`src/rtl/irq_ctrl.sv`:
```
//-----------------------------------------------------------------------------
// irq_ctrl
//   Interrupt controller in front of the CPU's cpu_irq input. Raw peripheral
//   interrupt lines are synchronized, latched into a pending register and
//   gated by a software mask; the masked vector is registered into the CPU.
//   Software accesses the block through a simple bus slave port.
//
// Build option:
//   IRQ_CTRL_EDGE_EN  defined   -> edge mode: a rising edge of a synchronized
//                                  source latches pending (sticky until W1C).
//                     undefined -> level mode: pending follows a high source,
//                                  and W1C is ignored while the source is high.
//
// Register map (word address):
//   0 STATUS  R: pending          W: 1 clears the pending bit
//   1 MASK    R/W, 1 = enabled
//   2 RAW     R: synchronized sources, writes ignored
//   3 FORCE   R: 0                W: 1 sets the pending bit
//
// Ports:
//   clk      clock
//   reset    asynchronous reset, active low
//   cs_      chip select, active low
//   as_      address strobe, active low
//   rw       1 = read, 0 = write
//   addr     register word address
//   wr_data  write data (bits above IRQ_CH-1 ignored)
//   rd_data  registered read data, valid while rdy_ = 0 on a read, else 0
//   rdy_     ready, active low, one cycle after each sampled access
//   irq_src  raw interrupt sources, asynchronous, active high
//   cpu_irq  registered masked interrupt requests to the CPU
//-----------------------------------------------------------------------------
module irq_ctrl #(
    parameter int IRQ_CH = 8
) (
    input  logic              clk,
    input  logic              reset,
    input  logic              cs_,
    input  logic              as_,
    input  logic              rw,
    input  logic [1:0]        addr,
    input  logic [31:0]       wr_data,
    output logic [31:0]       rd_data,
    output logic              rdy_,
    input  logic [IRQ_CH-1:0] irq_src,
    output logic [IRQ_CH-1:0] cpu_irq
);

    localparam logic [1:0] A_STATUS = 2'd0;
    localparam logic [1:0] A_MASK   = 2'd1;
    localparam logic [1:0] A_RAW    = 2'd2;
    localparam logic [1:0] A_FORCE  = 2'd3;

    logic [IRQ_CH-1:0] r_sync1;
    logic [IRQ_CH-1:0] r_sync;
    logic [IRQ_CH-1:0] r_pending;
    logic [IRQ_CH-1:0] r_mask;
    logic [IRQ_CH-1:0] r_cpu_irq;
    logic [31:0]       r_rd_data;
    logic              r_rdy_;

    logic              w_access;
    logic              w_wr;
    logic              w_rd;
    logic [IRQ_CH-1:0] w_wdata;
    logic [IRQ_CH-1:0] w_set;
    logic [IRQ_CH-1:0] w_w1c;
    logic [IRQ_CH-1:0] w_force;
    logic [31:0]       w_rd_mux;
    logic              w_unused_wr;

    assign w_access = ~cs_ & ~as_;
    assign w_wr     = w_access & ~rw;
    assign w_rd     = w_access & rw;
    assign w_wdata  = wr_data[IRQ_CH-1:0];
    // Upper write-data bits have no storage behind them.
    assign w_unused_wr = ^wr_data;

    assign w_force = (w_wr && addr == A_FORCE) ? w_wdata : '0;

`ifdef IRQ_CTRL_EDGE_EN
    logic [IRQ_CH-1:0] r_prev;

    assign w_set = r_sync & ~r_prev;
    assign w_w1c = (w_wr && addr == A_STATUS) ? w_wdata : '0;

    always_ff @(posedge clk or negedge reset) begin
        if (!reset) r_prev <= '0;
        else        r_prev <= r_sync;
    end
`else
    // A still-asserted level source cannot be cleared away.
    assign w_set = r_sync;
    assign w_w1c = (w_wr && addr == A_STATUS) ? (w_wdata & ~r_sync) : '0;
`endif

    always_comb begin
        w_rd_mux = '0;
        case (addr)
            A_STATUS: w_rd_mux[IRQ_CH-1:0] = r_pending;
            A_MASK:   w_rd_mux[IRQ_CH-1:0] = r_mask;
            A_RAW:    w_rd_mux[IRQ_CH-1:0] = r_sync;
            default:  w_rd_mux = '0;
        endcase
    end

    always_ff @(posedge clk or negedge reset) begin
        if (!reset) begin
            r_sync1   <= '0;
            r_sync    <= '0;
            r_pending <= '0;
            r_mask    <= '0;
            r_cpu_irq <= '0;
            r_rd_data <= '0;
            r_rdy_    <= 1'b1;
        end else begin
            r_sync1   <= irq_src;
            r_sync    <= r_sync1;
            // Set/force is ORed last so it wins over a same-cycle clear.
            r_pending <= (r_pending & ~w_w1c) | w_set | w_force;
            if (w_wr && addr == A_MASK)
                r_mask <= w_wdata;
            r_cpu_irq <= r_pending & r_mask;
            r_rdy_    <= ~w_access;
            r_rd_data <= w_rd ? w_rd_mux : 32'd0;
        end
    end

    assign cpu_irq = r_cpu_irq;
    assign rd_data = r_rd_data;
    assign rdy_    = r_rdy_;

endmodule

```
`config.mk`:
```
export PLATFORM = sky130hd
export DESIGN_NAME = irq_ctrl
export DESIGN_NICKNAME = d
export VERILOG_FILES = /design/src/rtl/irq_ctrl.sv
export SDC_FILE = /design/constraint.sdc
export NUM_CORES = 1
export LEC_CHECK = 0
export CORE_ASPECT_RATIO = 0.9
export CORE_MARGIN = 2
export CORE_UTILIZATION = 37
export CTS_CLUSTER_DIAMETER = 100
export DETAILED_ROUTE_END_ITERATION = 10
export PLACE_DENSITY = 0.72
export RECOVER_POWER = 25
export SLEW_MARGIN = 30
export SYNTH_ARGS = -nofsm -noshare
export SYNTH_HDL_FRONTEND = slang
export SYNTH_SLANG_ARGS = --single-unit
```
`constraint.sdc`:
```
create_clock -name clk -period 0.97 [get_ports clk]
set_input_delay 0.194 -clock clk [delete_from_list [all_inputs] [get_ports clk]]
set_output_delay 0.194 -clock clk [all_outputs]
set_load 0.02 [all_outputs]
```
# ---- Word-level counts from Yosys, hierarchy flattened
# Cells that the tools add are included.
dict set report totals {
  reg_bits 49
  input_bits 47
  out_inout_bits 41
  wordCells 32
}
dict set report op_classes {
  n_eq_ne 3
  n_mux 4
  bitwise_logic 14
  n_reduce_logical 4
}
# op count
set op_table {}
lappend op_table {{bitwise AND 8 bit} 3}
lappend op_table {{two-way mux 8 bit} 3}
lappend op_table {{one-hot mux 8 bit (3 select lines)} 1}
lappend op_table {{NOT 8 bit} 2}
lappend op_table {{bitwise OR 8 bit} 2}
lappend op_table {{equality test 2 bit, second input constant} 2}
lappend op_table {{NOT 1 bit} 4}
lappend op_table {{bitwise AND 1 bit} 3}
lappend op_table {{logical AND 1 bit} 3}
lappend op_table {{equality test 2 x 1 -> 1 bit, second input constant} 1}
lappend op_table {{logical NOT 2 bit} 1}

# ---- Longest topological paths before layout
# Gate-level depths: netlist of run 1.
dict set report logic_depth {
  ltp_word 9
  depth_mapped 5
  ltp_nobuf 4
}

# ---- Least setup slack after synthesis of run 1
# OpenSTA, ideal clock, no wires.
dict set report synth_path {
  path_kind {input to register}
  startpoint {in addr[1]}
  endpoint {reg r_mask[0]}
  setup_ns 0.125
  arrival_time_ns 1.079
  required_ns 0.845
  slack_ns -0.234
  path_stages 3
  path_buffers 0
  path_cell_list {nor4_4 > nand2_4 > mux2_2}
}
dict set report synth_between {
  elab_chain_len 2
}
# element line
set synth_lines {}
lappend synth_lines {{start: declaration} 41} ;# input logic [1:0] addr,
lappend synth_lines {{equality test 2 x 1 -> 1 bit} 121} ;# if (w_wr && addr == A_MASK)
lappend synth_lines {{logical AND 1 bit} 121}
lappend synth_lines {{end signal: assignment} 122} ;# r_mask <= w_wdata;
lappend synth_lines {{end: declaration} 57} ;# logic [IRQ_CH-1:0] r_mask;
# No other way between the ends.
# A chain may end at the register's enable or synchronous reset.

# ---- Final worst setup path of run 1
dict set report layout_path {
  startpoint {reg r_rdy_ (netlist: rdy_)}
  endpoint {out rdy_}
}
# element line
set layout_rtl {}
lappend layout_rtl {{start: declaration} 60} ;# logic r_rdy_;
lappend layout_rtl {{start signal: assignment} 124} ;# r_rdy_ <= ~w_access;
lappend layout_rtl {{end: declaration} 44} ;# output logic rdy_,
# No word-level cell between the ends.

==> results.json, run 1 <==
{
  "synth_top_area_cell": "dfrtp_1",
  "fin_skew_ns": 0.00868,
  "cts_root_buf": "clkbuf_8",
  "maxCapViolCount": 0,
  "drt_first_iter_violations": 65,
  "clk_pin_slew_worst_paths_ns": 0.09,
  "syn-instance-count": 150,
  "cts_max_path_buffers": 2,
  "seq_area_frac_synth_pct": 62.0,
  "ios": 88,
  "synthDistinctLibCells": 21,
  "power_density_nw_per_um2": 1740,
  "worst_slack_ns": -0.160,
  "dp_hpwl_microns": 2670,
  "relSlewSlack_pct": 57.2,
  "drc": 0,
  "grt_use_total_pct": 13.9,
  "rsz0062_at_grt": "yes",
  "slowest_delay_ns": 0.53,
  "path_cells": "buf_6",
  "synth_compound_area_share_pct": 6.07,
  "synthAdderAreaFrac_pct": 0,
  "layout_min_cycle_time_ns": 1.13,
  "path_class": "flip-flop to output port",
  "antenna_found_initial": 0,
  "dp.cells": 267,
  "yosys_warnings": 0,
  "rows": 25,
  "start_kind": "flip-flop",
  "violations": "negative setup slack",
  "cts_tree": "done",
  "cp-end-kind": "output port",
  "grtUsageMet1_pct": 19.2,
  "synthSimpleGateAreaFrac_pct": 12.7,
  "wl_per_cell_microns": 14.1,
  "area_delta_synth_final_pct": 37.5,
  "syn_area_per_cell_sq_um": 13.2,
  "synth-xor-area-share_pct": 0,
  "cts_htree_levels": 2,
  "cp.arrival_ns": 0.94,
  "syn-cell-area_sq_um": 1980,
  "rrSetupSlack_ns": 0.02,
  "worst_pin_slew_ns": 0.642,
  "synth_edf_count": 0,
  "gr-usage-met3_pct": 4.05,
  "min_period_over_period_pct": 116,
  "power.leakage_uw": 0.00122,
  "required_ns": 0.78,
  "synth_most_common_cell": "dfrtp_1",
  "die_area_sq_um": 5950,
  "drt_wl_total_microns": 3950,
  "hold_path.class": "input pin to flip-flop",
  "grt_pass1_wl_microns": 6100,
  "viasPerCell": 4.60,
  "dp_slack_ns": -0.777,
  "crit_family": "flip-flops",
  "fin_nets": 259,
  "synth_common_cells": "dfrtp_1 (48), buf_4 (25), nand2_1 (9)",
  "vias": 1289,
  "finalWeightedCongestion": 0.779,
  "dr.pass1.iters": 5,
  "antenna_left": 0,
  "slew_viol_final": 0,
  "crit_buf_inv": 1,
  "post_route_cells_drive_above_1_share_pct": 35.7,
  "start_util_pct": 38.1,
  "grt_util_met2_pct": 21.0,
  "slowest_stage": "dfstp_2",
  "hold_violations": 0,
  "busiest_layer": "met2",
  "synth_seq_cells": 49,
  "cts_buffers": 5,
  "synthFlopType": "dfrtp_1",
  "cp_max_fo": 1,
  "clkLatencyLatePin_ns": 0.30,
  "setup_viol": 38,
  "synth.top_cell.area_share_pct": 60.7,
  "stdcell_count": 280,
  "num_antenna_cells": 0,
  "clock.fmax_mhz": 885,
  "overflow": 0,
  "status": "finished, violations left",
  "synth_top_cells_by_area": "dfrtp_1 (61%), buf_4 (9.5%), mux2_2 (4.6%)",
  "cts_sinks": 49,
  "grt_pass1_vias": 1183,
  "ir_drop_v": 0.000797,
  "synth_mux_area_share_pct": 8.60,
  "coreArea_sq_um": 5190,
  "portBuffers": 39,
  "die_y_microns": 73.4,
  "die_x_microns": 81.1,
  "holdWs_ns": 0.306,
  "grt_max_degree": 23,
  "synth_top_family_by_area": "simple AND/OR/NAND/NOR gates",
  "synth-async-reset-ratio_pct": 100
}
==> layer usage <==
metal | wire [microns] | vias to the layer above
met4 | 40 | 0
li1 | - | 587
met1 | 1820 | 641
met5 | 0 | -
met3 | 260 | 4
met2 | 1840 | 57
==> registers in the layout, indices dropped and copies added, names as in the netlist <==
name       cells
cpu_irq        8
r_mask         8
r_pending      8
r_sync1        8
r_sync         8
rd_data        8
rdy_           1
==> metrics by stage <==
| stage | utilization, % | power, uW | cell area (sq um) | setup TNS, ns |
|---|---|---|---|---|
| floorplan | - | 2870 | 2090 | -3.66 |
| global placement | 47.8 | 3210 | 2480 | -18.78 |
| detailed placement | 47.8 | 3230 | 2480 | -19.10 |
| CTS | 51.8 | 4750 | 2690 | -0.923 |
| global route | 52.4 | 4930 | 2720 | -5.55 |
| finish | 52.4 | 4730 | 2720 | -0.978 |
==> power breakdown <==
group | leakage, uW | switching, uW | internal (uW)
clock | 0.0000585 | 640 | 841
sequential | 0.000575 | 112 | 2250
combinational | 0.000584 | 434 | 459
total | 0.00122 | 1190 | 3550
==> cells by family after synthesis <==
logic type	count (synthesis)
buf+inv	29
other cells	1
simple gates	39
mux	16
flops	49
compound gates	16
==> area by class of cell <==
cell class / instances / area (sq um)
well taps: 67 / 83.8
repair buffers: 60 / 608
fillers: 454 / 2470
multi-input cells: 95 / 681
clock inverters: 1 / 30.0
inverters: 1 / 3.75
flip-flops and latches: 49 / 1230
clock buffers: 7 / 86.3
==> worst paths after layout <==
check	startpoint	end	cells after the start
setup / recovery	rdy_$_DFF_PN1_	rdy_	1
setup reg to reg	r_pending[5]$_DFF_PN0_	r_pending[5]$_DFF_PN0_	2
max in group asynchronous	reset	rdy_$_DFF_PN1_	3
min in group asynchronous	reset	r_sync[3]$_DFF_PN0_	2
hold / removal	as_	rdy_$_DFF_PN1_	4
hold reg to reg	r_sync1[6]$_DFF_PN0_	r_sync[6]$_DFF_PN0_	0
==> what timing repair did <==
action	CTS	global route
gates resized for setup	132	7
hold buffers	1	0
hold endpoints to repair	8	0
setup endpoints to repair	41	37
cloned	2	0
pin swaps	4	5
setup buffers	1	1
==> placed cells by master, fill, tap and decap left out, types with 2 or more instances in the layout <==
cell type	synthesis	final
a21oi_1	8	3
a21oi_2	0	5
a221o_1	8	8
and2_1	8	8
buf_12	0	3
buf_2	2	2
buf_4	25	13
buf_6	0	21
clkbuf_1	1	2
clkbuf_8	0	6
clkdlybuf4s15_2	0	2
clkdlybuf4s50_1	0	8
conb_1	1	24
dfrtp_1	48	48
dlygate4sd3_1	0	9
mux2_2	8	8
mux2i_1	8	8
nand2_1	9	8
nand3b_1	8	8
or2_2	8	4
or2_4	0	4
Note: power is estimated with default switching activity, not from simulation.
==> run 2, diff against run 1 <==
--- a/config.mk
+++ b/config.mk
@@ -8,7 +8,6 @@
 export CORE_ASPECT_RATIO = 0.9
 export CORE_MARGIN = 2
 export CORE_UTILIZATION = 37
-export CTS_CLUSTER_DIAMETER = 100
 export DETAILED_ROUTE_END_ITERATION = 10
 export PLACE_DENSITY = 0.72
 export RECOVER_POWER = 25
==> constraint.sdc (replaced) <==
create_clock -name clk -period 0.97 [get_ports clk]
set_input_delay 0.2425 -clock clk [delete_from_list [all_inputs] [get_ports clk]]
set_output_delay 0.2425 -clock clk [all_outputs]
set_load 0.02 [all_outputs]
==> run 2 against run 1 <==
- the flow still finishes with violations (negative setup slack)
- worst hold slack got worse by 0.055 ns
- final cell count is 1.8% lower
- combinational power shrank 1%
- total power decreased by 0.54%
- first-iteration DRC count decreased by 20%
- fmax decreased by 4.5%
- die area unchanged
- design area decreased by 1.5%
==> results.json, run 2 (synthesis results as in run 1) <==
{
  "overflow": 0,
  "path_class": "flip-flop to output port",
  "slew_viol_final": 0,
  "drt_wl_total_microns": 3880,
  "final_core_util_pct": 51.6,
  "num_antenna_cells": 0,
  "viasPerCell": 4.59,
  "layout_commonest_cell": "dfrtp_1",
  "rrSetupSlack_ns": 0.04,
  "antenna_found_initial": 0,
  "power_density_nw_per_um2": 1760,
  "cts_tree": "done",
  "clkLatencyLatePin_ns": 0.30,
  "cts_root_buf": "clkbuf_8",
  "coreArea_sq_um": 5190,
  "clock.fmax_mhz": 846,
  "reg2reg_from": "r_pending[0]$_DFF_PN0_",
  "cp-end-kind": "output port",
  "die_area_sq_um": 5950,
  "worst_slack_ns": -0.212,
  "area_delta_synth_final_pct": 35.4,
  "ir_drop_v": 0.000787,
  "grt_pass1_vias": 1196,
  "r2r_cells": 3,
  "cp_num_cells": 1,
  "start_util_pct": 38.1,
  "r2r_end": "rd_data[0]$_DFF_PN0_",
  "ios": 88,
  "cts_htree_levels": 2,
  "rows": 25,
  "cp.arrival_ns": 0.94,
  "start_kind": "flip-flop",
  "path_cells": "buf_6",
  "vias": 1262,
  "slowest_delay_ns": 0.53,
  "layout_common_cells": "dfrtp_1 (48), conb_1 (24), buf_6 (19), buf_4 (10), dlygate4sd3_1 (9)",
  "rsz0062_at_grt": "yes",
  "drt_first_iter_violations": 52,
  "die_y_microns": 73.4,
  "hold_violations": 0,
  "dp_hpwl_microns": 2580,
  "die_x_microns": 81.1,
  "cp_max_fo": 1,
  "crit_family": "flip-flops",
  "wl_met1_microns": 1630,
  "route.met2.wl_microns": 1830,
  "grt_max_degree": 50,
  "clk_pin_slew_worst_paths_ns": 0.08,
  "fin_skew_ns": 0.00563,
  "layout_min_cycle_time_ns": 1.18,
  "route.met3.wl_microns": 363,
  "cts_max_path_buffers": 2,
  "antenna_left": 0,
  "min_period_over_period_pct": 122,
  "maxCapViolCount": 0,
  "grt_pass1_wl_microns": 6110,
  "hold_path.class": "input pin to flip-flop",
  "crit_buf_inv": 1,
  "finalWeightedCongestion": 0.759,
  "cts_sinks": 49,
  "fin_setup_tns_ns": -3.16,
  "startpoint": "rdy_$_DFF_PN1_",
  "portBuffers": 39,
  "power.leakage_uw": 0.00119,
  "crit_end": "rdy_",
  "post_route_cells_drive_above_1_share_pct": 35.1,
  "wl_per_cell_microns": 14.1,
  "top_layer": "met4",
  "setup_viol": 33,
  "dr.pass1.iters": 4,
  "slowest_stage": "dfstp_2",
  "violations": "negative setup slack",
  "required_ns": 0.73,
  "grt_use_total_pct": 14.2,
  "drc": 0,
  "fin_nets": 254,
  "status": "finished, violations left",
  "n_fill_cell": 468,
  "cts_buffers": 5
}
run 2: repair_timing:
| item | 4_1_cts | 5_1_grt |
|---|---|---|
| gates cloned | 2 | 0 |
| resized for setup | 132 | 11 |
| pin swaps | 4 | 5 |
| hold buffers | 1 | 0 |
| setup endpoints to repair | 41 | 39 |
| buffers inserted | 2 | 0 |
| endpoints found under the hold margin | 48 | 0 |
run 2: power breakdown:
part | leakage [uW] | switching, uW | total, uW | internal (uW)
sequential | 0.000575 | 107 | 2350 | 2240
clock | 0.0000585 | 633 | 1470 | 840
combinational | 0.000557 | 434 | 880 | 446
total | 0.00119 | 1170 | 4700 | 3530
run 2: through the flow:
stage	hold slack (ns)	total power [uW]	worst slack [ns]	instance area [sq um]	std cells
finish	0.251	4700	-0.212	2680	275
global route	0.246	4950	-0.252	2680	275
CTS	0.228	4730	-0.224	2640	275
detailed placement	0.252	3210	-0.872	2430	262
global placement	0.249	3180	-0.828	2430	262
floorplan	-0.0531	2880	-0.280	2090	173
run 2: per-layer routing:
layer | up-vias | global-route usage (%)
li1 | 577 | -
met5 | - | 0
met1 | 616 | 18.5
met3 | 7 | 5.16
met2 | 62 | 21.6
met4 | 0 | 6.03
run 2: area by class of cell:
cell class / instances / area, sq um / share of cell area, %
Inverter: 1 / 3.75 / 0.140
Multi-Input combinational cell: 95 / 688 / 25.7
Tap cell: 67 / 83.8 / 3.13
Clock buffer: 7 / 86.3 / 3.22
Timing Repair Buffer: 55 / 559 / 20.9
Clock inverter: 1 / 30.0 / 1.12
Sequential cell: 49 / 1230 / 45.8
run 2: how the worst min path moves through the flow:
stage	start	end	cells after the start
finish	as_	rdy_$_DFF_PN1_	3
global route	as_	rdy_$_DFF_PN1_	3
CTS	as_	rdy_$_DFF_PN1_	3
detailed placement	reset	cpu_irq[5]$_DFF_PN0_	2
global placement	reset	cpu_irq[5]$_DFF_PN0_	2
floorplan	reset	cpu_irq[0]$_DFF_PN0_	0
==> variant 1 (flow settings as in run 1) <==
The output `cpu_irq` loses its register stage (`r_cpu_irq` becomes a continuous assignment).
--- a/src/rtl/irq_ctrl.sv
+++ b/src/rtl/irq_ctrl.sv
@@ -110,7 +110,6 @@
             r_sync    <= '0;
             r_pending <= '0;
             r_mask    <= '0;
-            r_cpu_irq <= '0;
             r_rd_data <= '0;
             r_rdy_    <= 1'b1;
         end else begin
@@ -120,11 +119,12 @@
             r_pending <= (r_pending & ~w_w1c) | w_set | w_force;
             if (w_wr && addr == A_MASK)
                 r_mask <= w_wdata;
-            r_cpu_irq <= r_pending & r_mask;
             r_rdy_    <= ~w_access;
             r_rd_data <= w_rd ? w_rd_mux : 32'd0;
         end
     end
+
+    assign r_cpu_irq = r_pending & r_mask;
 
     assign cpu_irq = r_cpu_irq;
     assign rd_data = r_rd_data;
Formal check against the unedited RTL: not equivalent (Yosys sat finds a counterexample within 4 cycles, from zero or initial values and one cycle with reset low).
==> variant 1 against run 1 <==
- the flow still finishes with violations (negative setup slack)
- wire length grew 0.43%
- die area shrank 10%
- sequential power shrank 19%
- area after synthesis decreased by 11%
- clock skew grew 2.2 ps
- total power is 6.2% lower
- sequential cell count down 8
- setup slack worse by 46 ps
- design area decreased by 3.3%
==> variant 1: results (changes against run 1) <==
[min_path]
hold_depth=3  ; -1

[grt]
grt_pass1_vias=1315  ; +11%
grt_use_total_pct=15.74  ; +1.9 points
use_met2_pct=24.76  ; +3.7 points
grt_util_met3_pct=4.688  ; +0.63 points

[route]
drtIter0Drc=49  ; -25%
num_vias=1232  ; -4.4%
dr.pass1.iters=4  ; -1
m1WireLength_um=1671  ; -7.9%
wl_met3_um=233  ; -10%

[final_layout]
drive_gt1_share_pct=49.05  ; +13 points
nFillCells=378  ; -17%

[run_status]
status=complete, but fails checks
violations=negative setup slack

[power_and_ir_drop]
vdd_drop_max_mv=0.6204  ; -22%

[setup_path]
slowest_stage=dfrtp_1
worstSetupStartpoint=r_pending[7]
arrival_ps=980  ; +40 ps
cp-endpoint=cpu_irq[7]
r2r_end=rd_data[5]
worstPathMaxFanout=2  ; +1
max_stage_delay_ps=420  ; -110 ps

[timing]
fin_setup_tns_ps=-2388  ; -1410 ps
fin_ws_ps=-205.4  ; -45.56 ps
finalSetupViolCount=31  ; -18%
clock_skew_ps=10.86  ; +2.178 ps

[synthesis]
ys_types=23  ; +9.5%
synth-seq-area-share_pct=58.35  ; -3.7 points
netlist_top_cells_area=dfrtp_1, buf_4, mux2_2

[placed_design]
place_congestion=0.8019  ; +3.0%
post_dp_cell_area_mm2=0.002344  ; -5.5%

## variant 1: cell types whose count changed after synthesis, moves of 7 or more
cell and delta:
a221o_1 -7, dfrtp_1 -8, nand3b_1 -8, nand3_1 +7, a221o_2 +7
## variant 1: layout make-up
| class | instances | share of cell area (%) |
|---|---|---|
| flip-flops and latches | 41 | 39.06 |
| multi-input cells | 91 | 27.88 |
| repair buffers | 70 | 25.55 |
| clock buffers | 6 | 3.140 |
| well taps | 62 | 2.950 |
| clock inverters | 2 | 1.427 |
## variant 1: report_power, final
group	switching (mW)	internal, mW
Sequential	0.0657	1.83
Combinational	0.497	0.612
Clock	0.592	0.837
Total	1.15	3.28
## variant 1: repair_timing
action                     CTS  global route
gates cloned                 0             0
buffers inserted             3             4
hold endpoints to repair    40             0
hold buffers                 1             0
pin swaps                    7            13
setup endpoints to repair   41            41
resized for setup          144            24
==> variant 2 (settings of run 1) <==
Made on the original files. Add a define of `IRQ_CTRL_EDGE_EN`.
--- a/src/rtl/irq_ctrl.sv
+++ b/src/rtl/irq_ctrl.sv
@@ -30,6 +30,8 @@
 //   irq_src  raw interrupt sources, asynchronous, active high
 //   cpu_irq  registered masked interrupt requests to the CPU
 //-----------------------------------------------------------------------------
+`define IRQ_CTRL_EDGE_EN
+
 module irq_ctrl #(
     parameter int IRQ_CH = 8
 ) (
Behaviour: not the same (a bounded check fails within 10 cycles, from zero or initial values and one cycle with reset low).
==> variant 2 against run 1 <==
- the run still ends with negative setup slack left
- critical path type unchanged
- combinational power decreased by 2%
- design area increased by 7.2%
- area after synthesis increased by 12%
- global-route usage increased by 0.52 points
- cell count increased by 7.9%
- highest routed layer unchanged
- sequential cell count increased by 8
- count of clock-buffer cells in the layout increased by 9
- sequential share of layout area increased by 3.8 points
- critical path depth unchanged
- wire length increased by 5.4%
- setup slack got worse by 29 ps
- total power increased by 18%
==> variant 2: results (changes against run 1) <==
[run_status]
status=complete, but fails checks
violations=negative setup slack

[final_layout]
fin_nets=274  ; +5.8%
drive_gt1_share_pct=26.72  ; -9.0 points

[cts]
h-tree-depth=3  ; +1
clk_latency_ps=330  ; +30 ps
clk_pin_slew_worst_paths_ps=60  ; -30 ps
numCtsBuffers=9  ; +4
cts_root_buffer=clkbuf_8

[timing]
fin_setup_tns_ps=-1138  ; -159.5 ps
fin_ws_ps=-189.1  ; -29.32 ps
max_slew_margin_pct=66.50  ; +9.3 points
clock_skew_ps=7.193  ; -1.490 ps
finalSetupViolCount=17  ; -55%

[placed_design]
place_inst=282  ; +5.6%
dp.final_hpwl_um=2834  ; +6.1%
place_congestion=0.7930  ; +1.9%
post_dp_cell_area_mm2=0.002669  ; +7.6%
dpl_worst_slack_ps=-798.7  ; -21.59 ps

[job]
max-cap-violations=0  ; unchanged

[grt]
antenna_found_initial=0  ; unchanged
grt_use_total_pct=14.40  ; +0.52 points
grt_pass1_wl_um=6913  ; +13%
grt_pass1_vias=1381  ; +17%
grt_max_degree=58  ; +150%
grt_util_met3_pct=6.028  ; +2.0 points
use_met2_pct=21.95  ; +0.92 points
use_met1_pct=17.71  ; -1.5 points

[route]
viasPerCell=4.454  ; -3.3%
drtIter0Drc=90  ; +38%
drt_wl_total_um=4166  ; +5.4%
dr.pass1.iters=4  ; -1
num_vias=1345  ; +4.3%

[power_and_ir_drop]
p_leak_nw=1.427  ; +17%
vdd_drop_max_mv=1.148  ; +44%

[min_path]
hold_path_end=rdy_

[setup_path]
reg2reg_depth=3  ; +1
arrival_ps=970  ; +30 ps

[synthesis]
yosys-top-cells-count=dfrtp_1, buf_4, inv_1, nor2_1
netlist_top_cells_area=dfrtp_1, buf_4, mux2_2
synth_cells=167  ; +11%
ys_types=20  ; -4.8%

[variant 2: cell count changes after synthesis, moves of 8 or more]
cell	delta
o22ai_1	+8
dfrtp_1	+8
a21oi_1	-8
nand2_1	-8
nand3b_1	-8
inv_1	+16
or2_2	-8
a2bb2oi_1	+8
nor2_1	+8
[variant 2: cell families after synthesis]
| kind of cell | count (synthesis) | synth area share [%] |
|---|---|---|
| flops | 57 | 64.65 |
| buf+inv | 45 | 12.07 |
| compound gates | 24 | 9.066 |
| simple gates | 24 | 6.346 |
| mux | 16 | 7.706 |
| other cells | 1 | 0.1698 |
[variant 2: cell type report]
class	instances	area (um^2)
clock buffers	16	180.2
repair buffers	54	518.0
inverters	17	63.81
fillers	506	2810
multi-input cells	88	638.1
well taps	70	87.58
flip-flops and latches	57	1428
[variant 2: metal layers]
| layer | part of all wire (%) | vias to the layer above |
|---|---|---|
| li1 | - | 638 |
| met5 | 0 | - |
| met2 | 50 | 40 |
| met3 | 5.7 | 8 |
| met1 | 43 | 659 |
| met4 | 1.8 | 0 |
[variant 2: what timing repair did]
action / in CTS / in global routing
endpoints found under the hold margin: 56 / 0
hold buffers: 1 / 0
pin swaps: 2 / 3
gates resized for setup: 125 / 11
setup buffers: 2 / 1
endpoints found under the setup margin: 41 / 36
[variant 2: report_power, final]
group	leakage, nW	switching, mW	internal (mW)
Combinational	0.668	0.429	0.447
Sequential	0.668	0.124	2.60
Clock	0.0910	0.842	1.14
[variant 2: worst min-delay path, stage by stage]
cell	delay [ps]
buf_6	80
nor2_1	50
inv_1	120
buf_4	130
